==> config.mk <==
export PLATFORM = sky130hd
export DESIGN_NAME = serial_subtractor
export DESIGN_NICKNAME = d
export VERILOG_FILES = /design/src/rtl/serial_arith_pkg.sv /design/src/rtl/serial_fa_cell.sv /design/src/rtl/serial_subtractor.sv
export SDC_FILE = /design/constraint.sdc
export NUM_CORES = 1
export LEC_CHECK = 0
export CAP_MARGIN = 20
export CORE_MARGIN = 2
export CORE_UTILIZATION = 34
export CTS_CLUSTER_DIAMETER = 40
export DETAILED_ROUTE_END_ITERATION = 16
export GPL_TIMING_DRIVEN = 0
export PLACE_DENSITY = 0.65
export SLEW_MARGIN = 25
export SYNTH_ARGS = -nofsm -noshare
export SYNTH_HDL_FRONTEND = slang
export SYNTH_SLANG_ARGS = --single-unit
export TNS_END_PERCENT = 50
==> constraint.sdc <==
create_clock -name clk -period 1.6 [get_ports clk]
set_clock_uncertainty 0.15 [all_clocks]
set_input_delay 0.32 -clock clk [delete_from_list [all_inputs] [get_ports clk]]
set_output_delay 0.32 -clock clk [all_outputs]
set_load 0.02 [all_outputs]
==> src/rtl/serial_arith_pkg.sv <==
// Shared types and helpers for the bit-serial arithmetic units.
package serial_arith_pkg;

    typedef enum logic [1:0] {
        IDLE = 2'd0,
        RUN  = 2'd1,
        DONE = 2'd2
    } sub_state_t;

    // Bit counter width for a WIDTH-bit serial operation (at least one bit).
    function automatic int cnt_width(input int width);
        return (width <= 2) ? 1 : $clog2(width);
    endfunction

endpackage

==> src/rtl/serial_fa_cell.sv <==
// One-bit combinational full adder; the only arithmetic cell of the serial datapath.
module serial_fa_cell (
    input  logic a,
    input  logic b,
    input  logic ci,
    output logic s,
    output logic co
);

    assign s  = a ^ b ^ ci;
    assign co = (a & b) | (a & ci) | (b & ci);

endmodule

==> src/rtl/serial_subtractor.sv <==
// Bit-serial a - b (as a + ~b + 1), LSB first, with valid/ready on operands and result.
//   state | meaning
//   IDLE  | waiting for operands, start_ready high
//   RUN   | one result bit per cycle through the full-adder cell
//   DONE  | result and flags held, res_valid high until res_ready
module serial_subtractor
    import serial_arith_pkg::*;
#(
    parameter int WIDTH = 8
) (
    input  logic             clk,
    input  logic             rst_n,
    input  logic             start_valid,
    output logic             start_ready,
    input  logic [WIDTH-1:0] a,
    input  logic [WIDTH-1:0] b,
    output logic             res_valid,
    input  logic             res_ready,
    output logic [WIDTH-1:0] diff,
    output logic             borrow,
    output logic             ovf,
    output logic             busy
);

    localparam int CW = cnt_width(WIDTH);
    localparam logic [CW-1:0] CNT_LAST = CW'(WIDTH - 1);

    sub_state_t state_q, state_d;

    logic [WIDTH-1:0] a_sr_q, a_sr_d;
    logic [WIDTH-1:0] b_sr_q, b_sr_d;
    logic [WIDTH-1:0] res_sr_q, res_sr_d;
    logic             carry_q, carry_d;
    logic [CW-1:0]    cnt_q, cnt_d;
    logic             borrow_q, borrow_d;
    logic             ovf_q, ovf_d;

    logic fa_s, fa_co;
    logic accept;

    assign accept = start_valid && (state_q == IDLE);

    serial_fa_cell u_fa (
        .a  (a_sr_q[0]),
        .b  (~b_sr_q[0]),
        .ci (carry_q),
        .s  (fa_s),
        .co (fa_co)
    );

    always_ff @(posedge clk or negedge rst_n) begin
        if (!rst_n) begin
            state_q <= IDLE;
        end else begin
            state_q <= state_d;
        end
    end

    always_comb begin
        state_d = state_q;
        unique case (state_q)
            IDLE:    if (start_valid) state_d = RUN;
            RUN:     if (cnt_q == CNT_LAST) state_d = DONE;
            DONE:    if (res_ready) state_d = IDLE;
            default: state_d = IDLE;
        endcase
    end

    always_comb begin
        start_ready = 1'b0;
        res_valid   = 1'b0;
        busy        = 1'b0;
        unique case (state_q)
            IDLE:    start_ready = 1'b1;
            RUN:     busy        = 1'b1;
            DONE:    res_valid   = 1'b1;
            default: start_ready = 1'b0;
        endcase
    end

    always_comb begin
        a_sr_d   = a_sr_q;
        b_sr_d   = b_sr_q;
        res_sr_d = res_sr_q;
        carry_d  = carry_q;
        cnt_d    = cnt_q;
        borrow_d = borrow_q;
        ovf_d    = ovf_q;
        if (accept) begin
            a_sr_d   = a;
            b_sr_d   = b;
            res_sr_d = '0;
            carry_d  = 1'b1;
            cnt_d    = '0;
            borrow_d = 1'b0;
            ovf_d    = 1'b0;
        end else if (state_q == RUN) begin
            res_sr_d = {fa_s, res_sr_q[WIDTH-1:1]};
            a_sr_d   = {1'b0, a_sr_q[WIDTH-1:1]};
            b_sr_d   = {1'b0, b_sr_q[WIDTH-1:1]};
            carry_d  = fa_co;
            cnt_d    = cnt_q + 1'b1;
            // On the MSB cycle carry_q is the carry into the MSB.
            if (cnt_q == CNT_LAST) begin
                borrow_d = ~fa_co;
                ovf_d    = carry_q ^ fa_co;
            end
        end
    end

    always_ff @(posedge clk or negedge rst_n) begin
        if (!rst_n) begin
            a_sr_q   <= '0;
            b_sr_q   <= '0;
            res_sr_q <= '0;
            carry_q  <= 1'b0;
            cnt_q    <= '0;
            borrow_q <= 1'b0;
            ovf_q    <= 1'b0;
        end else begin
            a_sr_q   <= a_sr_d;
            b_sr_q   <= b_sr_d;
            res_sr_q <= res_sr_d;
            carry_q  <= carry_d;
            cnt_q    <= cnt_d;
            borrow_q <= borrow_d;
            ovf_q    <= ovf_d;
        end
    end

    assign diff   = res_sr_q;
    assign borrow = borrow_q;
    assign ovf    = ovf_q;

endmodule

**After elaboration in Yosys (flattened, before gate mapping)**

Cells that the tools add are included.

- Register bits after elaboration: 32
- Input port bits: 20
- Logic and storage cells: 54

- Add/subtract/negate cells: 1
- Eq/ne operators: 6
- Mux-type cells: 23
- Bitwise logic cells: 10
- Reductions and logical operators: 6

Operators by type and width:

| kind | number |
|---|---|
| 8-bit 2-to-1 mux | 6 |
| 1-bit 2-to-1 mux | 11 |
| 2-bit 2-to-1 mux | 3 |
| 3-bit 2-to-1 mux | 2 |
| 2-bit one-hot mux with 3 select lines | 1 |
| 2-bit != test, second input constant | 2 |
| 2-bit nonzero test | 2 |
| 3-bit by 1-bit adder with 3-bit output, second input constant | 1 |
| 1-bit AND | 3 |
| 3-bit equality test, second input constant | 1 |
| 3-bit AND reduction | 1 |
| 1-bit bitwise XOR | 3 |
| 2-bit by 1-bit equality test with 1-bit output, second input constant | 1 |
| 2-bit equality test, second input constant | 1 |
| 2-bit zero test | 1 |
| 2-bit by 1-bit != test with 1-bit output, second input constant | 1 |
| 1-bit inverter | 2 |
| 1-bit bitwise OR | 2 |
| 2-bit AND reduction | 1 |
| 1-bit logical AND | 1 |

**Depth between registers and ports, before layout**

Gate-level depths: netlist (run 1).

- Depth in word-level cells: 8
- Mapped depth: 6
- Gate-level depth less buffers: 5

**Hierarchy**

Synthesis (run 1) repeated with hierarchy kept, for this count alone.

- Cells, all modules: 143
- Area, all modules: 1380.1 um^2

Modules (own cells, without submodules):

| module | instances | cells each | area an instance (um^2) |
|---|---|---|---|
| serial_subtractor | 1 | 142 | 1360.1 |
| serial_fa_cell | 1 | 1 | 20.0 |

**Worst setup path after synthesis (run 1)**

No wires, ideal clock.

- Kind: register -> output
- Start: register state_q[1]
- End: output port busy
- Arrival: 0.998 ns
- Required time: 1.130 ns
- Slack: 0.132 ns
- Cell stages (with the launch flop): 5
- Path through: dfrtp_1 nand2b_1 buf_4 inv_4 buf_2

- Cells in the longest elaborated chain, start to end: 2

Ends and longest elaborated chain:

| item | line | source |
|---|---|---|
| from (decl) | serial_subtractor.sv:28 | `sub_state_t state_q, state_d;` |
| from (signal assigned) | serial_subtractor.sv:55 | `state_q <= state_d;` |
| 2-bit by 1-bit equality test with 1-bit output | serial_subtractor.sv:73 | `unique case (state_q)` |
| 1-bit 2-to-1 mux | serial_subtractor.sv:73 |  |
| to (decl) | serial_subtractor.sv:22 | `output logic busy` |

No other way between the ends.

**Worst setup path after layout (run 1)**

- Start: register state_q[0]
- End: output port busy

Same word-level chain as after synthesis.

==> results by group, run 1 <==
Clock tree
  – Clock sink total: 32
  – H-tree Lvls: 2
  – Number of buffers inserted during clock tree synthesis: 5
  – Worst-skew pair later-pin latency: 280 ps
  – CTS root buffer: sky130_fd_sc_hd__clkbuf_8
  – Number of buffers between clock root and the deepest sink: 2
  – Worst-path clk slew: 60 ps
  – Clock tree from TritonCTS: built

Status
  – Outcome: finished, violations left
  – Violations in the final reports: negative setup slack

STA
  – Final worst slack: -19.5 ps
  – FMAX: 617 MHz
  – Period utilization: 1.01
  – Final setup viols: 1
  – Final worst path period need: 1620 ps
  – Max-slew violation total from the final report: 0
  – Number of hold violations in the final report: 0
  – Worst hold slack: 328 ps
  – Max transition margin: 0.526
  – RSZ-0062 raised after global routing: true
  – Transition time at the pin with the least slew margin: 711 ps

Worst setup path
  – Worst Path Arrival: 1150 ps
  – Required time at the worst-slack endpoint: 1130 ps
  – Total buffers and inverters traversed by the critical path: 3
  – Gate family responsible for the most delay along the worst path: flip-flops
  – Kind of end point of the critical path: output pin
  – Slowest Stage Delay on Critical Path: 440 ps
  – Reg-to-reg slack, setup: 40 ps
  – Critical path launch point type: register
  – Critical path, cell by cell: nand2b_1 > buf_6 > clkinv_8 > buf_8
  – Slowest stage cell, crit path: sky130_fd_sc_hd__dfrtp_2
  – Worst-path maximum fanout: 6
  – Start-to-end type of the worst setup path: register to output pin

Pwr
  – Comb power frac: 0.472
  – Pwr dens: 1870 mW/mm^2
  – Clock share of power: 0.150
  – Leakage power summed over all cells: 0.952 nW
  – Peak supply drop: 0.713 mV
  – Part of the power in registers: 0.378
  – Internal power: 2.21 mW
  – Sum of internal, switching and leakage power: 3.63 mW
  – Reported net switching power: 1.42 mW
  – Switching part of the total power: 0.391

Hold path
  – Worst hold path type: register to register

Logic synthesis
  – Post-synthesis cell count: 143
  – Average cell area after synthesis: 9.66 sq um
  – Count of cell types in the netlist: 20
  – Net count after synthesis: 166
  – Cell Area, Synth: 0.00138 sq mm
  – Yosys warning count: 0
  – Synth Register Bits: 32
  – Register area share after synthesis: 0.580

GRT
  – Total congestion overflow: 0
  – Antenna violations before repair: 0
  – Global-route usage over all layers: 0.161
  – Wire length of the first global-routing pass: 5330 um
  – Largest net degree at the start of global routing: 33
  – Via count of the first global-routing pass: 1155

Floorplanning
  – Site Rows: 23
  – Die boundary width: 67.7 um
  – Die Ht: 67.7 um
  – Initial standard-cell utilization of the core: 0.350
  – Placeable Area: 0.00394 sq mm
  – Area of the die: 0.00459 sq mm
  – Number of top-level pins: 33

Detailed routing
  – Drt initial violations: 51
  – Via count of the routed design: 1181
  – Final WL: 3280 um
  – Wire per inst: 13.6 um
  – Number of remaining DRC errors: 0
  – Vias/cell: 4.90
  – Count of nets left with antenna violations after detail routing: 0
  – Detailed-router iteration count before antenna repair: 4

Cells and area
  – Layout Area Growth over Synthesis: 40.1%
  – Layout Nets: 216
  – Count of antenna diodes in the layout: 0
  – Proportion of layout cells with a drive suffix above 1: 0.168
  – Final cell count without fillers: 241
  – Commonest non-fill, non-tap cell in the layout: sky130_fd_sc_hd__nand2_1
  – Top library cells by usage in the layout, fill and taps aside: sky130_fd_sc_hd__nand2_1, sky130_fd_sc_hd__dfrtp_1, sky130_fd_sc_hd__clkdlybuf4s50_1

Place
  – Cell Count Post-Placement: 225
  – Post-DP HPWL: 2130 um
  – IO buf count: 32
  – Routability Congestion: 0.758

Flow run
  – Count of maximum capacitance violations: 0
==> path summary, 6_finish.rpt <==
path	from	endpoint	depth (start not counted)
setup / recovery	state_q[0]	busy	4
hold / removal	b_sr_q[0]	b_sr_q[0]	2
setup reg to reg	cnt_q[0]	borrow	5
hold reg to reg	b_sr_q[0]	b_sr_q[0]	2
max in group asynchronous	rst_n	state_q[0]	2
min in group asynchronous	rst_n	b_sr_q[5]	2
==> cell usage after synthesis <==
cell	number	area share
sky130_fd_sc_hd__dfrtp_1	32	0.58
sky130_fd_sc_hd__o21bai_1	2	0.011
sky130_fd_sc_hd__nand3b_1	2	0.011
sky130_fd_sc_hd__inv_1	2	0.0054
sky130_fd_sc_hd__buf_4	1	0.0054
sky130_fd_sc_hd__ha_1	2	0.018
sky130_fd_sc_hd__clkbuf_1	1	0.0027
sky130_fd_sc_hd__inv_4	1	0.0045
sky130_fd_sc_hd__or2_2	1	0.0045
sky130_fd_sc_hd__o21ai_0	16	0.058
sky130_fd_sc_hd__nor2_1	1	0.0027
sky130_fd_sc_hd__xnor2_1	1	0.0063
sky130_fd_sc_hd__a21oi_1	1	0.0036
sky130_fd_sc_hd__nand2b_1	2	0.0091
sky130_fd_sc_hd__buf_2	5	0.018
sky130_fd_sc_hd__nor3b_2	1	0.0091
sky130_fd_sc_hd__nand2_1	56	0.15
sky130_fd_sc_hd__fa_1	1	0.014
sky130_fd_sc_hd__a22oi_1	14	0.076
sky130_fd_sc_hd__buf_6	1	0.0082
==> flip-flops by register name, summed over array words and instances (netlist names) <==
register  count
ovf           1
borrow        1
carry_q       1
cnt_q         3
a_sr_q        8
state_q       2
b_sr_q        8
diff          8
==> stage by stage <==
step | cell area (sq um) | setup WS, ps | util | TNS, ps
detailed placement | 1760 | -547 | 0.446 | -7500
finish | 1940 | -19.5 | 0.491 | -19.5
global route | 1940 | -66.4 | 0.491 | -181
floorplan | 1380 | 132 | - | 0
CTS | 1830 | -76.8 | 0.464 | -381
global placement | 1760 | -533 | 0.447 | -23090
==> metal layers <==
metal,track usage,wire length (um),up-vias
li1,-,-,569
met1,0.199,1440,572
met2,0.251,1640,35
met3,0.0350,141,5
met4,0.105,56,0
met5,0,0,-
==> layout make-up <==
| type | count | area, sq um |
|---|---|---|
| plain buffers | 6 | 50.0 |
| multi-input cells | 100 | 529 |
| well taps | 50 | 62.6 |
| flip-flops and latches | 32 | 802 |
| inverters | 3 | 23.8 |
| repair buffers | 44 | 390 |
| fillers | 358 | 2010 |
| clock buffers | 5 | 68.8 |
| repair inverters | 1 | 8.76 |
==> worst min-delay path, stage by stage, from the launching register on <==
cell and delay (ps):
sky130_fd_sc_hd__dfrtp_1 340, sky130_fd_sc_hd__nand2_1 50, sky130_fd_sc_hd__nand2_1 60
==> power by group through the flow <==
stage / combinational [mW] / sequential (mW) / clock [mW]
floorplan: 0.850 / 1.44 / 0
global placement: 1.43 / 1.36 / 0
detailed placement: 1.48 / 1.38 / 0
CTS: 1.44 / 1.36 / 0.558
global route: 1.89 / 1.41 / 0.603
finish: 1.71 / 1.37 / 0.546
==> timing repair <==
item | 4_1_cts | 5_1_grt
endpoints found under the hold margin | 32 | 0
setup buffers | 1 | 10
hold buffers | 1 | 0
endpoints found under the setup margin | 28 | 24
gates resized for setup | 28 | 10
gates cloned | 0 | 1
==> kinds of logic after synthesis <==
logic type / count (synthesis) / synth area share
flip-flops: 32 / 0.580
XOR/XNOR: 1 / 0.00634
buffers and inverters: 11 / 0.0444
AND/OR/NAND/NOR: 63 / 0.188
AO/OA/AOI/OAI: 33 / 0.149
adder cells (fa/ha/maj): 3 / 0.0326
Power figures use the tool's default switching activity.
==> run 2: changes to the inputs <==
==> constraint.sdc (replaced) <==
create_clock -name clk -period 1.5 [get_ports clk]
set_clock_uncertainty 0.15 [all_clocks]
set_input_delay 0.3 -clock clk [delete_from_list [all_inputs] [get_ports clk]]
set_output_delay 0.3 -clock clk [all_outputs]
set_load 0.02 [all_outputs]
==> run 2 against run 1 <==
Against the previous run:
- the flow still finishes with violations (negative setup slack)
- via count decreased by 0.17%
- cell count is 0.83% lower
- sequential power rose by 7%
- critical path depth unchanged
- combinational power rose by 4%
- highest routed layer unchanged
- clock power rose by 6.4%
- hold slack got worse by 1.6 ps
- critical endpoint unchanged
==> results by group, run 2 (synthesized netlist as in run 1, its figures left out) <==
Pwr
  – Internal power: 2.34 mW
  – Reported net switching power: 1.48 mW
  – Comb power frac: 0.463
  – Peak supply drop: 0.801 mV
  – Part of the power in registers: 0.385
  – Leakage power summed over all cells: 0.943 nW
  – Sum of internal, switching and leakage power: 3.83 mW
  – Pwr dens: 1960 mW/mm^2
  – Switching part of the total power: 0.388
  – Clock share of power: 0.152

Detailed routing
  – Number of remaining DRC errors: 0
  – Drt initial violations: 37
  – Wire per inst: 13.4 um
  – Vias/cell: 4.93
  – Count of nets left with antenna violations after detail routing: 0
  – Via count of the routed design: 1179
  – Final WL: 3210 um
  – Detailed-router iteration count before antenna repair: 4

Worst setup path
  – Kind of end point of the critical path: output pin
  – Worst Path Arrival: 1140 ps
  – Slowest stage cell, crit path: sky130_fd_sc_hd__dfrtp_1
  – Cell repeated most along the worst path: sky130_fd_sc_hd__buf_6
  – Worst-path maximum fanout: 3
  – Critical path launch point type: register
  – Number of cells on the worst reg-to-reg path: 4
  – Slowest Stage Delay on Critical Path: 410 ps
  – Gate family responsible for the most delay along the worst path: flip-flops
  – Reg-to-reg slack, setup: 20 ps
  – Total buffers and inverters traversed by the critical path: 3
  – Required time at the worst-slack endpoint: 1050 ps
  – WP depth: 4
  – Start-to-end type of the worst setup path: register to output pin
  – Critical path, cell by cell: nand2b_4 > inv_8 > buf_6 > buf_6

Cells and area
  – Count of antenna diodes in the layout: 0
  – Top library cells by usage in the layout, fill and taps aside: sky130_fd_sc_hd__nand2_1, sky130_fd_sc_hd__dfrtp_1, sky130_fd_sc_hd__clkdlybuf4s50_1
  – Layout Area Growth over Synthesis: 41.7%
  – Layout Nets: 214
  – Proportion of layout cells with a drive suffix above 1: 0.190
  – Commonest non-fill, non-tap cell in the layout: sky130_fd_sc_hd__nand2_1

Floorplanning
  – Placeable Area: 0.00394 sq mm
  – Initial standard-cell utilization of the core: 0.350
  – Number of top-level pins: 33
  – Die boundary width: 67.7 um
  – Die Ht: 67.7 um
  – Site Rows: 23
  – Area of the die: 0.00459 sq mm

Clock tree
  – CTS root buffer: sky130_fd_sc_hd__clkbuf_8
  – Clock sink total: 32
  – H-tree Lvls: 2
  – Number of buffers between clock root and the deepest sink: 2
  – Clock tree from TritonCTS: built
  – Number of buffers inserted during clock tree synthesis: 5
  – Worst-skew pair later-pin latency: 280 ps
  – Worst-path clk slew: 60 ps

STA
  – Final worst slack: -92.8 ps
  – Period utilization: 1.06
  – FMAX: 628 MHz
  – Final setup viols: 3
  – RSZ-0062 raised after global routing: true
  – Number of hold violations in the final report: 0
  – TNS Setup: -248 ps
  – Max-slew violation total from the final report: 0
  – Final worst path period need: 1590 ps
  – Worst hold slack: 326 ps
  – Max transition margin: 0.531
  – Transition time at the pin with the least slew margin: 703 ps

Place
  – IO buf count: 32
  – Routability Congestion: 0.758
  – Post-DP HPWL: 2130 um

GRT
  – Wire length of the first global-routing pass: 5470 um
  – Antenna violations before repair: 0
  – Total congestion overflow: 0
  – Most crowded layer after global routing: met2
  – Met1 Track Usage GR: 0.204
  – Largest net degree at the start of global routing: 33
  – Met2 GRT Util: 0.254
  – Global-route usage over all layers: 0.165
  – Met3 Resource Use GR: 0.0383
  – Via count of the first global-routing pass: 1162

Status
  – Violations in the final reports: negative setup slack
  – Outcome: finished, violations left

Flow run
  – Count of maximum capacitance violations: 0

Hold path
  – Hold path depth: 2
  – Worst hold path type: register to register
[run 2: final cells by class]
type | instances | area [sq um]
plain buffers | 7 | 57.6
well taps | 50 | 62.6
inverters | 3 | 18.8
multi-input cells | 100 | 558
fillers | 351 | 1990
clock buffers | 5 | 68.8
repair buffers | 42 | 389
flip-flops and latches | 32 | 802
[run 2: through the flow]
step | util | cell area, sq um | setup WS [ps] | std cells
after detailed placement | 0.446 | 1760 | -627 | 225
after floorplan | - | 1380 | 42.6 | 143
after global routing | 0.496 | 1960 | -152 | 239
after global placement | 0.447 | 1760 | -613 | 225
final | 0.496 | 1960 | -92.8 | 239
after CTS | 0.479 | 1890 | -236 | 235
[run 2: worst paths after layout]
path,startpoint,end
setup / recovery,state_q[1],busy
hold / removal,b_sr_q[0],b_sr_q[0]
setup reg to reg,state_q[1],diff[4]
hold reg to reg,b_sr_q[0],b_sr_q[0]
max in group asynchronous,rst_n,state_q[0]
min in group asynchronous,rst_n,a_sr_q[3]
[run 2: routing by layer]
| metal | share of wire | routed length (um) | vias to the layer above |
|---|---|---|---|
| li1 | - | - | 567 |
| met1 | 0.43 | 1380 | 567 |
| met2 | 0.49 | 1570 | 38 |
| met3 | 0.052 | 166 | 7 |
| met4 | 0.028 | 89 | 0 |
| met5 | 0 | 0 | - |
[run 2: timing repair]
action	4_1_cts	5_1_grt
endpoints found under the setup margin	33	33
setup buffers	4	5
resized for setup	38	13
hold endpoints to repair	32	0
hold buffers	1	0
[run 2: worst register-to-register path, cell delays in order (launching register included)]
cell and delay [ps]:
sky130_fd_sc_hd__dfrtp_1 410, sky130_fd_sc_hd__buf_6 140, sky130_fd_sc_hd__nor3b_2 270, sky130_fd_sc_hd__clkbuf_4 270, sky130_fd_sc_hd__o21ai_0 110
[run 2: power groups by stage]
stage | logic (mW) | clock network (mW) | registers (mW)
after floorplan | 0.907 | 0 | 1.53
after CTS | 1.67 | 0.595 | 1.45
after detailed placement | 1.57 | 0 | 1.47
after global placement | 1.53 | 0 | 1.45
final | 1.77 | 0.581 | 1.47
after global routing | 1.98 | 0.643 | 1.52
